<file path="config.mk">
export PLATFORM = sky130hd
export DESIGN_NAME = dmac_chan_sched
export DESIGN_NICKNAME = d
export VERILOG_FILES = /design/src/rtl/dmac_chan_sched.sv
export SDC_FILE = /design/constraint.sdc
export NUM_CORES = 1
export LEC_CHECK = 0
export CORE_MARGIN = 5
export CORE_UTILIZATION = 47
export CTS_BUF_LIST = sky130_fd_sc_hd__clkbuf_16
export CTS_CLUSTER_SIZE = 24
export DETAILED_ROUTE_END_ITERATION = 10
export PLACE_DENSITY = 0.82
export SETUP_SLACK_MARGIN = 0.1
export SYNTH_ARGS = -nofsm -noshare
export SYNTH_HDL_FRONTEND = slang
export SYNTH_SLANG_ARGS = --single-unit
</file>
<file path="constraint.sdc">
create_clock -name clk -period 5.2 [get_ports clk]
set_clock_uncertainty 0.2 [all_clocks]
set_input_delay 1.04 -clock clk [delete_from_list [all_inputs] [get_ports clk]]
set_output_delay 1.04 -clock clk [all_outputs]
set_load 0.005 [all_outputs]
</file>
<file path="src/rtl/dmac_chan_sched.sv">
// dmac_chan_sched: DMA channel scheduler.
//   Picks one requesting channel (fixed priority or round-robin) and runs the
//   Bus_Req/Bus_Grant handshake with the system arbiter. It acks the winning
//   peripheral and enables that channel's datapath until it reports done or
//   error. It also keeps the sticky per-channel completion and error flags.
// Ports:
//   clk, rst      : clock, synchronous active-high reset
//   DmacReq       : per-channel transfer requests (level)
//   Bus_Grant     : bus granted by system arbiter
//   Ch_Done/Ch_Err: one-cycle completion/error pulses from the active channel
//   Irq_Clr       : write-1-to-clear for Irq_Src/Err_Src
//   ReqAck        : one-hot, one-cycle ack to the winning peripheral
//   Bus_Req       : bus request to the system arbiter
//   Ch_En         : one-hot datapath enable
//   Ch_Hold       : grant lost mid-transfer (combinational)
//   Active_Ch     : active/pending channel index
//   Irq_Src/Err_Src: sticky completion/error flags; Interrupt = |Irq_Src

// Per-channel sticky status. When a set and a clear hit the same bit in one
// cycle, the set wins.
module dmac_chan_flag (
  input  logic clk,
  input  logic rst,
  input  logic set_irq,
  input  logic set_err,
  input  logic clr,
  output logic irq,
  output logic err,
  output logic irq_nxt
);
  assign irq_nxt = set_irq | (irq & ~clr);

  always_ff @(posedge clk) begin
    if (rst) begin
      irq <= 1'b0;
      err <= 1'b0;
    end else begin
      irq <= irq_nxt;
      err <= set_err | (err & ~clr);
    end
  end
endmodule

module dmac_chan_sched #(
  parameter int NUM_CH = 2,
  parameter int RR_EN  = 0,
  parameter int CH_W   = $clog2(NUM_CH)
) (
  input  logic              clk,
  input  logic              rst,
  input  logic [NUM_CH-1:0] DmacReq,
  input  logic              Bus_Grant,
  input  logic              Ch_Done,
  input  logic              Ch_Err,
  input  logic [NUM_CH-1:0] Irq_Clr,
  output logic [NUM_CH-1:0] ReqAck,
  output logic              Bus_Req,
  output logic [NUM_CH-1:0] Ch_En,
  output logic              Ch_Hold,
  output logic [CH_W-1:0]   Active_Ch,
  output logic [NUM_CH-1:0] Irq_Src,
  output logic [NUM_CH-1:0] Err_Src,
  output logic              Interrupt
);
  typedef enum logic [2:0] {S_IDLE, S_REQ_BUS, S_ACK, S_XFER, S_DONE} state_t;

  state_t            state;
  logic [CH_W-1:0]   rr_ptr;
  logic [CH_W-1:0]   win;
  logic [NUM_CH-1:0] sel;
  logic [NUM_CH-1:0] irq_nxt;
  logic              fin;

  // Winner select. Round-robin searches upward from rr_ptr with a modulo
  // NUM_CH wrap (NUM_CH need not be a power of 2); fixed mode lets the
  // highest set index overwrite lower ones.
  always_comb begin
    int j;
    logic found;
    win   = '0;
    found = 1'b0;
    j     = 0;
    if (RR_EN != 0) begin
      for (int i = 0; i < NUM_CH; i++) begin
        j = int'(rr_ptr) + i;
        if (j >= NUM_CH) j = j - NUM_CH;
        if (!found && DmacReq[CH_W'(j)]) begin
          found = 1'b1;
          win   = CH_W'(j);
        end
      end
    end else begin
      for (int i = 0; i < NUM_CH; i++)
        if (DmacReq[i]) win = CH_W'(i);
    end
  end

  always_comb begin
    sel            = '0;
    sel[Active_Ch] = 1'b1;
  end

  // Done/Err only count while a transfer is running; an error takes priority.
  assign fin     = (state == S_XFER) && (Ch_Done || Ch_Err);
  assign Ch_Hold = (state == S_XFER) && !Bus_Grant;

  for (genvar g = 0; g < NUM_CH; g++) begin : g_flag
    dmac_chan_flag u_flag (
      .clk     (clk),
      .rst     (rst),
      .set_irq (fin && sel[g]),
      .set_err (fin && Ch_Err && sel[g]),
      .clr     (Irq_Clr[g]),
      .irq     (Irq_Src[g]),
      .err     (Err_Src[g]),
      .irq_nxt (irq_nxt[g])
    );
  end

  always_ff @(posedge clk) begin
    if (rst) Interrupt <= 1'b0;
    else     Interrupt <= |irq_nxt;
  end

  always_ff @(posedge clk) begin
    if (rst) begin
      state     <= S_IDLE;
      rr_ptr    <= '0;
      Active_Ch <= '0;
      ReqAck    <= '0;
      Bus_Req   <= 1'b0;
      Ch_En     <= '0;
    end else begin
      ReqAck <= '0;
      case (state)
        S_IDLE: begin
          if (|DmacReq) begin
            Active_Ch <= win;
            Bus_Req   <= 1'b1;
            state     <= S_REQ_BUS;
          end
        end
        S_REQ_BUS: begin
          // A requester that gives up before grant is dropped without an ack.
          if (!DmacReq[Active_Ch]) begin
            Bus_Req <= 1'b0;
            state   <= S_IDLE;
          end else if (Bus_Grant) begin
            ReqAck <= sel;
            Ch_En  <= sel;
            state  <= S_ACK;
          end
        end
        S_ACK: state <= S_XFER;
        S_XFER: begin
          // No preemption: DmacReq is ignored; grant loss only raises Ch_Hold.
          if (fin) begin
            Ch_En   <= '0;
            Bus_Req <= 1'b0;
            state   <= S_DONE;
          end
        end
        S_DONE: begin
          if (int'(Active_Ch) == NUM_CH - 1) rr_ptr <= '0;
          else                               rr_ptr <= Active_Ch + 1'b1;
          state <= S_IDLE;
        end
        default: state <= S_IDLE;
      endcase
    end
  end
endmodule

</file>
# Word-level counts from Yosys, hierarchy flattened
# Cells that the tools add are included.
dict set report op_classes {
  order_cmp 2
  eq_ne 9
  mux 18
  n_bitwise 13
  reduce_logical 20
}
# operator count
set op_table {}
lappend op_table {{$mux W3} 4}
lappend op_table {{$pmux W3 S4} 1}
lappend op_table {{$ne A2 B2 Y1 const B} 5}
lappend op_table {{$logic_and A1 B1 Y1} 8}
lappend op_table {{$reduce_and A4 Y1} 2}
lappend op_table {{$mux W1} 7}
lappend op_table {{$eq A3 B2 Y1 const B} 2}
lappend op_table {{$mux W2} 3}
lappend op_table {{$not A1 Y1} 5}
lappend op_table {{$and A1 B1 Y1} 4}
lappend op_table {{$or A1 B1 Y1} 4}
lappend op_table {{$pmux W2 S2} 1}
lappend op_table {{$reduce_or A2 Y1} 2}
lappend op_table {{$reduce_or A4 Y1} 1}
lappend op_table {{$eq A3 B1 Y1 const B} 1}
lappend op_table {{$logic_not A3 Y1} 1}
lappend op_table {{$ne A3 B3 Y1 const B} 1}
lappend op_table {{$pmux W1 S3} 1}
lappend op_table {{$reduce_and A3 Y1} 1}
lappend op_table {{$reduce_bool A3 Y1} 1}
lappend op_table {{$lt A1 B2 Y1 const B} 1}
lappend op_table {{$reduce_and A2 Y1} 1}
lappend op_table {{$reduce_bool A2 Y1} 1}
lappend op_table {{$demux W1 S1} 1}
lappend op_table {{3 further kinds} 3}
dict set report totals {
  regBits 14
  out_inout_bits 12
  wordCells 72
}

# Logic depth before layout (Yosys ltp)
dict set report depth {
  word_depth 7
  mapped_depth 4
  depth_no_buf 3
}

# Modules after synthesis
# From an unflattened synthesis, not the netlist that was laid out.
dict set report hier_totals {
  hier_cells 71
  area_unflattened_um2 638.1
}
# module n_inst cells_per_inst area_per_inst_um2
set by_module_without_submodules {}
lappend by_module_without_submodules {dmac_chan_sched 1 53 475.5}
lappend by_module_without_submodules {dmac_chan_flag 2 9 81.3}

# Least setup slack after synthesis
# No wires, ideal clock.
dict set report synth_path {
  kind {input port to output port}
  from {input port Bus_Grant}
  to {output port Ch_Hold}
  arrival_ns 1.146
  required_ns 3.960
  setup_slack_ns 2.814
  stages 1
  n_path_buf 0
  path_cell_list {nor2_1}
}
dict set report synth_between {
  elab_chain_len 2
}
# item line_no
set synth_lines {}
lappend synth_lines {{start, declared} 52} ;# input logic Bus_Grant,
lappend synth_lines {{$logic_not A1 Y1} 105} ;# assign Ch_Hold = (state == S_XFER) && !Bus_Grant;
lappend synth_lines {{$logic_and A1 B1 Y1} 105}
lappend synth_lines {{end, declared} 59} ;# output logic Ch_Hold,
# Every way passes these cells.

# Worst setup path in the final report
# Ends and elaborated chain as after synthesis.

==> run_results.csv <==
group,metric,value,unit
clock_tree,cts_root_buffer,"clkbuf_16",
timing,rsz0062_at_grt,"false",
clock_tree,cts_setup_buffers,0,
finish,nFillCells,114,
placed_design,dp.cells,98,
timing,whs,0.2592,ns
flow_run,drv_cap,0,
floorplanning,die_x,47.24,µm
clock_tree,clockBufferDepth,2,
power_and_ir_drop,pwr-share-comb,0.117,
timing,finalSetupViolCount,0,
logic_synthesis,synth_fp_nets,79,
timing,finalHoldViolCount,0,
logic_synthesis,synth_common_cells,"dfxtp_1 (14), nor2_1 (7), a21oi_1 (5)",
placed_design,hpwl,979.2,µm
power_and_ir_drop,p_sw_frac,0.2013,
logic_synthesis,synth_top_area_frac,0.4299,
logic_synthesis,synth_edf_count,0,
clock_tree,cts_made_buffers,3,
global_routing,track_usage,0.1445,
clock_tree,clock-sinks,14,
logic_synthesis,netlist_area,651.9,µm²
clock_tree,clk_latency,0.24,ns
critical_path,crit_slowest_cell,"clkdlybuf4s50_1",
global_routing,grt_max_degree,16,
drt,drt-pass1-iter-count,4,
critical_path,worstPathCellList,"clkdlybuf4s50_1 > nor2_1 > clkdlybuf4s50_1",
clock_tree,h-tree-depth,1,
power_and_ir_drop,p_leak,0.0003258,µW
drt,finalWirelength,1362,µm
timing,worstMarginPinSlew,0.5472,ns
drt,wl_per_cell,13.49,µm
global_routing,grt_pass1_vias,517,
floorplanning,die_area,2232,µm²
critical_path,cpMostUsedCell,"clkdlybuf4s50_1",
power_and_ir_drop,power.density,325.2,nW/µm²
clock_tree,cts_tree,"built",
timing,clock.fmax,299.6,MHz
global_routing,grt_pass1_wl,2311,µm
critical_path,cpPeakStageDelay,0.51,ns
logic_synthesis,synth-seq-cells,14,
clock_tree,clk_pin_slew_worst_paths,0.04,ns
timing,fin_ws,1.863,ns
floorplanning,die_y,47.24,µm
logic_synthesis,avgSynthCellArea,9.313,µm²
timing,slew_headroom,0.6341,
floorplanning,coreArea,1301,µm²
placed_design,place_ws,1.855,ns
logic_synthesis,synthTopCellsByArea,"dfxtp_1 (43%), buf_4 (4.6%), nand3b_1 (4.6%), nor2_1 (4.0%), a21oi_1 (3.8%)",
floorplanning,num_rows,13,
global_routing,overflow,0,
drt,via_per_inst,5.515,
placed_design,gp_congestion,0.7587,
power_and_ir_drop,p_clk_frac,0.478,
critical_path,end_kind,"output pin",
logic_synthesis,yosysWarnings,0,
floorplanning,start_util,0.5010,
timing,setup_tns,0,ns
critical_path,start_kind,"input port",
logic_synthesis,synth_cells,70,
global_routing,grt.busiest_layer,"met2",
finish,area_growth,37.43,%
finish,multi_input_area,310.3,µm²
critical_path,critPathTopFamily,"buffers and inverters",
power_and_ir_drop,irDropWorstVdd,243.6,µV
finish,drive_gt1_frac,0.08140,
status,status,"finished, final reports clean",
floorplanning,io_pins,21,
logic_synthesis,ys_seq_area_frac,0.4299,
clock_tree,cts_resized,0,
power_and_ir_drop,seqPwrFrac,0.405,
power_and_ir_drop,total_power,291.4,µW
drt,dr.first_iter.drc_count,9,
critical_path,critical_path_arrival,2.10,ns
timing,period_share,0.6418,
global_routing,grt_util_met2,0.2433,
timing,post-route-min-period,3.337,ns
logic_synthesis,synth_ff_type,"dfxtp_1",
critical_path,path_class,"input port to output pin",
power_and_ir_drop,switchingPower,58.66,µW
logic_synthesis,synth_top_area_cell,"dfxtp_1",
clock_tree,hold_buffers,0,
global_routing,grt_use_met3,0.04981,
critical_path,cp.buffers_inverters,2,
global_routing,antenna_found_initial,0,
drt,drc,0,
power_and_ir_drop,p_int,232.7,µW
placed_design,portBuffers,20,
worst_hold_path,worst_hold_path_type,"register to register",
global_routing,grt_util_met1,0.1758,
finish,regArea,280.3,µm²
logic_synthesis,async_reset_ff_frac,0,
logic_synthesis,synth_cell_types,30,
drt,num_vias,557,
logic_synthesis,synth.most_common_cell,"dfxtp_1",
timing,maxSlewViolCount,0,
finish,stdcell_count,101,
critical_path,crit_fanout,3,
finish,layout.nets,97,
drt,antenna_left,0,
critical_path,crit_required,3.96,ns
finish,diodes,0,
## metal layers
layer / part of all wire / wire length (µm)
met5: 0 / 0
met4: 0.0044 / 6
met3: 0.055 / 75
met2: 0.48 / 652
met1: 0.46 / 628
## layout make-up
| class | instances | area share |
|---|---|---|
| inverter | 3 | 0.01257 |
| clock buffer | 3 | 0.08380 |
| timing repair buffer | 20 | 0.2235 |
| multi-input combinational | 46 | 0.3464 |
| tap | 15 | 0.02095 |
| sequential | 14 | 0.3128 |
## power groups by stage
stage,clock network [µW],registers [µW],logic [µW]
after floorplan,0,117,22.3
after global placement,0,120,33.4
after detailed placement,0,120,34.0
after CTS,141,118,34.3
after global routing,148,119,37.2
final,139,118,34.0
## metrics by stage
stage,utilization,cell area [µm²]
global route,0.6885,895.9
global placement,0.6308,820.8
floorplan,-,651.9
finish,0.6885,895.9
detailed placement,0.6308,820.8
CTS,0.6885,895.9
## cells by family (layout without fill, tap and decap cells)
group,Yosys count,count (layout),synth area share
mux,1,1,0.02303
buf+inv,10,26,0.09404
compound gates,17,17,0.1977
flops,14,14,0.4299
simple gates,28,28,0.2553
## worst paths after layout
kind / slack (ns) / startpoint / endpoint / cells past startpoint
setup reg to reg: 3.36 / Active_Ch / Bus_Req / 3
hold / removal: 0.26 / Bus_Req / Bus_Req / 2
hold reg to reg: 0.26 / Bus_Req / Bus_Req / 2
setup / recovery: 1.86 / Bus_Grant / Ch_Hold / 3
## worst register-to-register path, delay by kind of cell (launching register included)
family / cells / cell delay (ns)
muxes: 1 / 0.37
AOI/OAI and AO/OA: 2 / 0.67
DFF: 1 / 0.51
## sequential cells by signal (all words and copies together) (netlist names)
register           count
Active_Ch              1
Bus_Req                1
Ch_En                  2
Interrupt              1
ReqAck                 2
g_flag.u_flag.err      2
g_flag.u_flag.irq      2
state                  3
## cell usage in the layout (no fill, tap or decap), types with 2 or more instances in the layout
master and instances:
clkbuf_16 3, nand2b_1 3, dfxtp_1 14, inv_1 3
nand2_1 3, nand3b_1 4, a21oi_1 5, o32ai_1 2
nor3_1 3, nor2_1 7, o21ai_0 2, and3b_1 2
clkdlybuf4s50_1 20
Note: power is estimated with default switching activity, not from simulation.
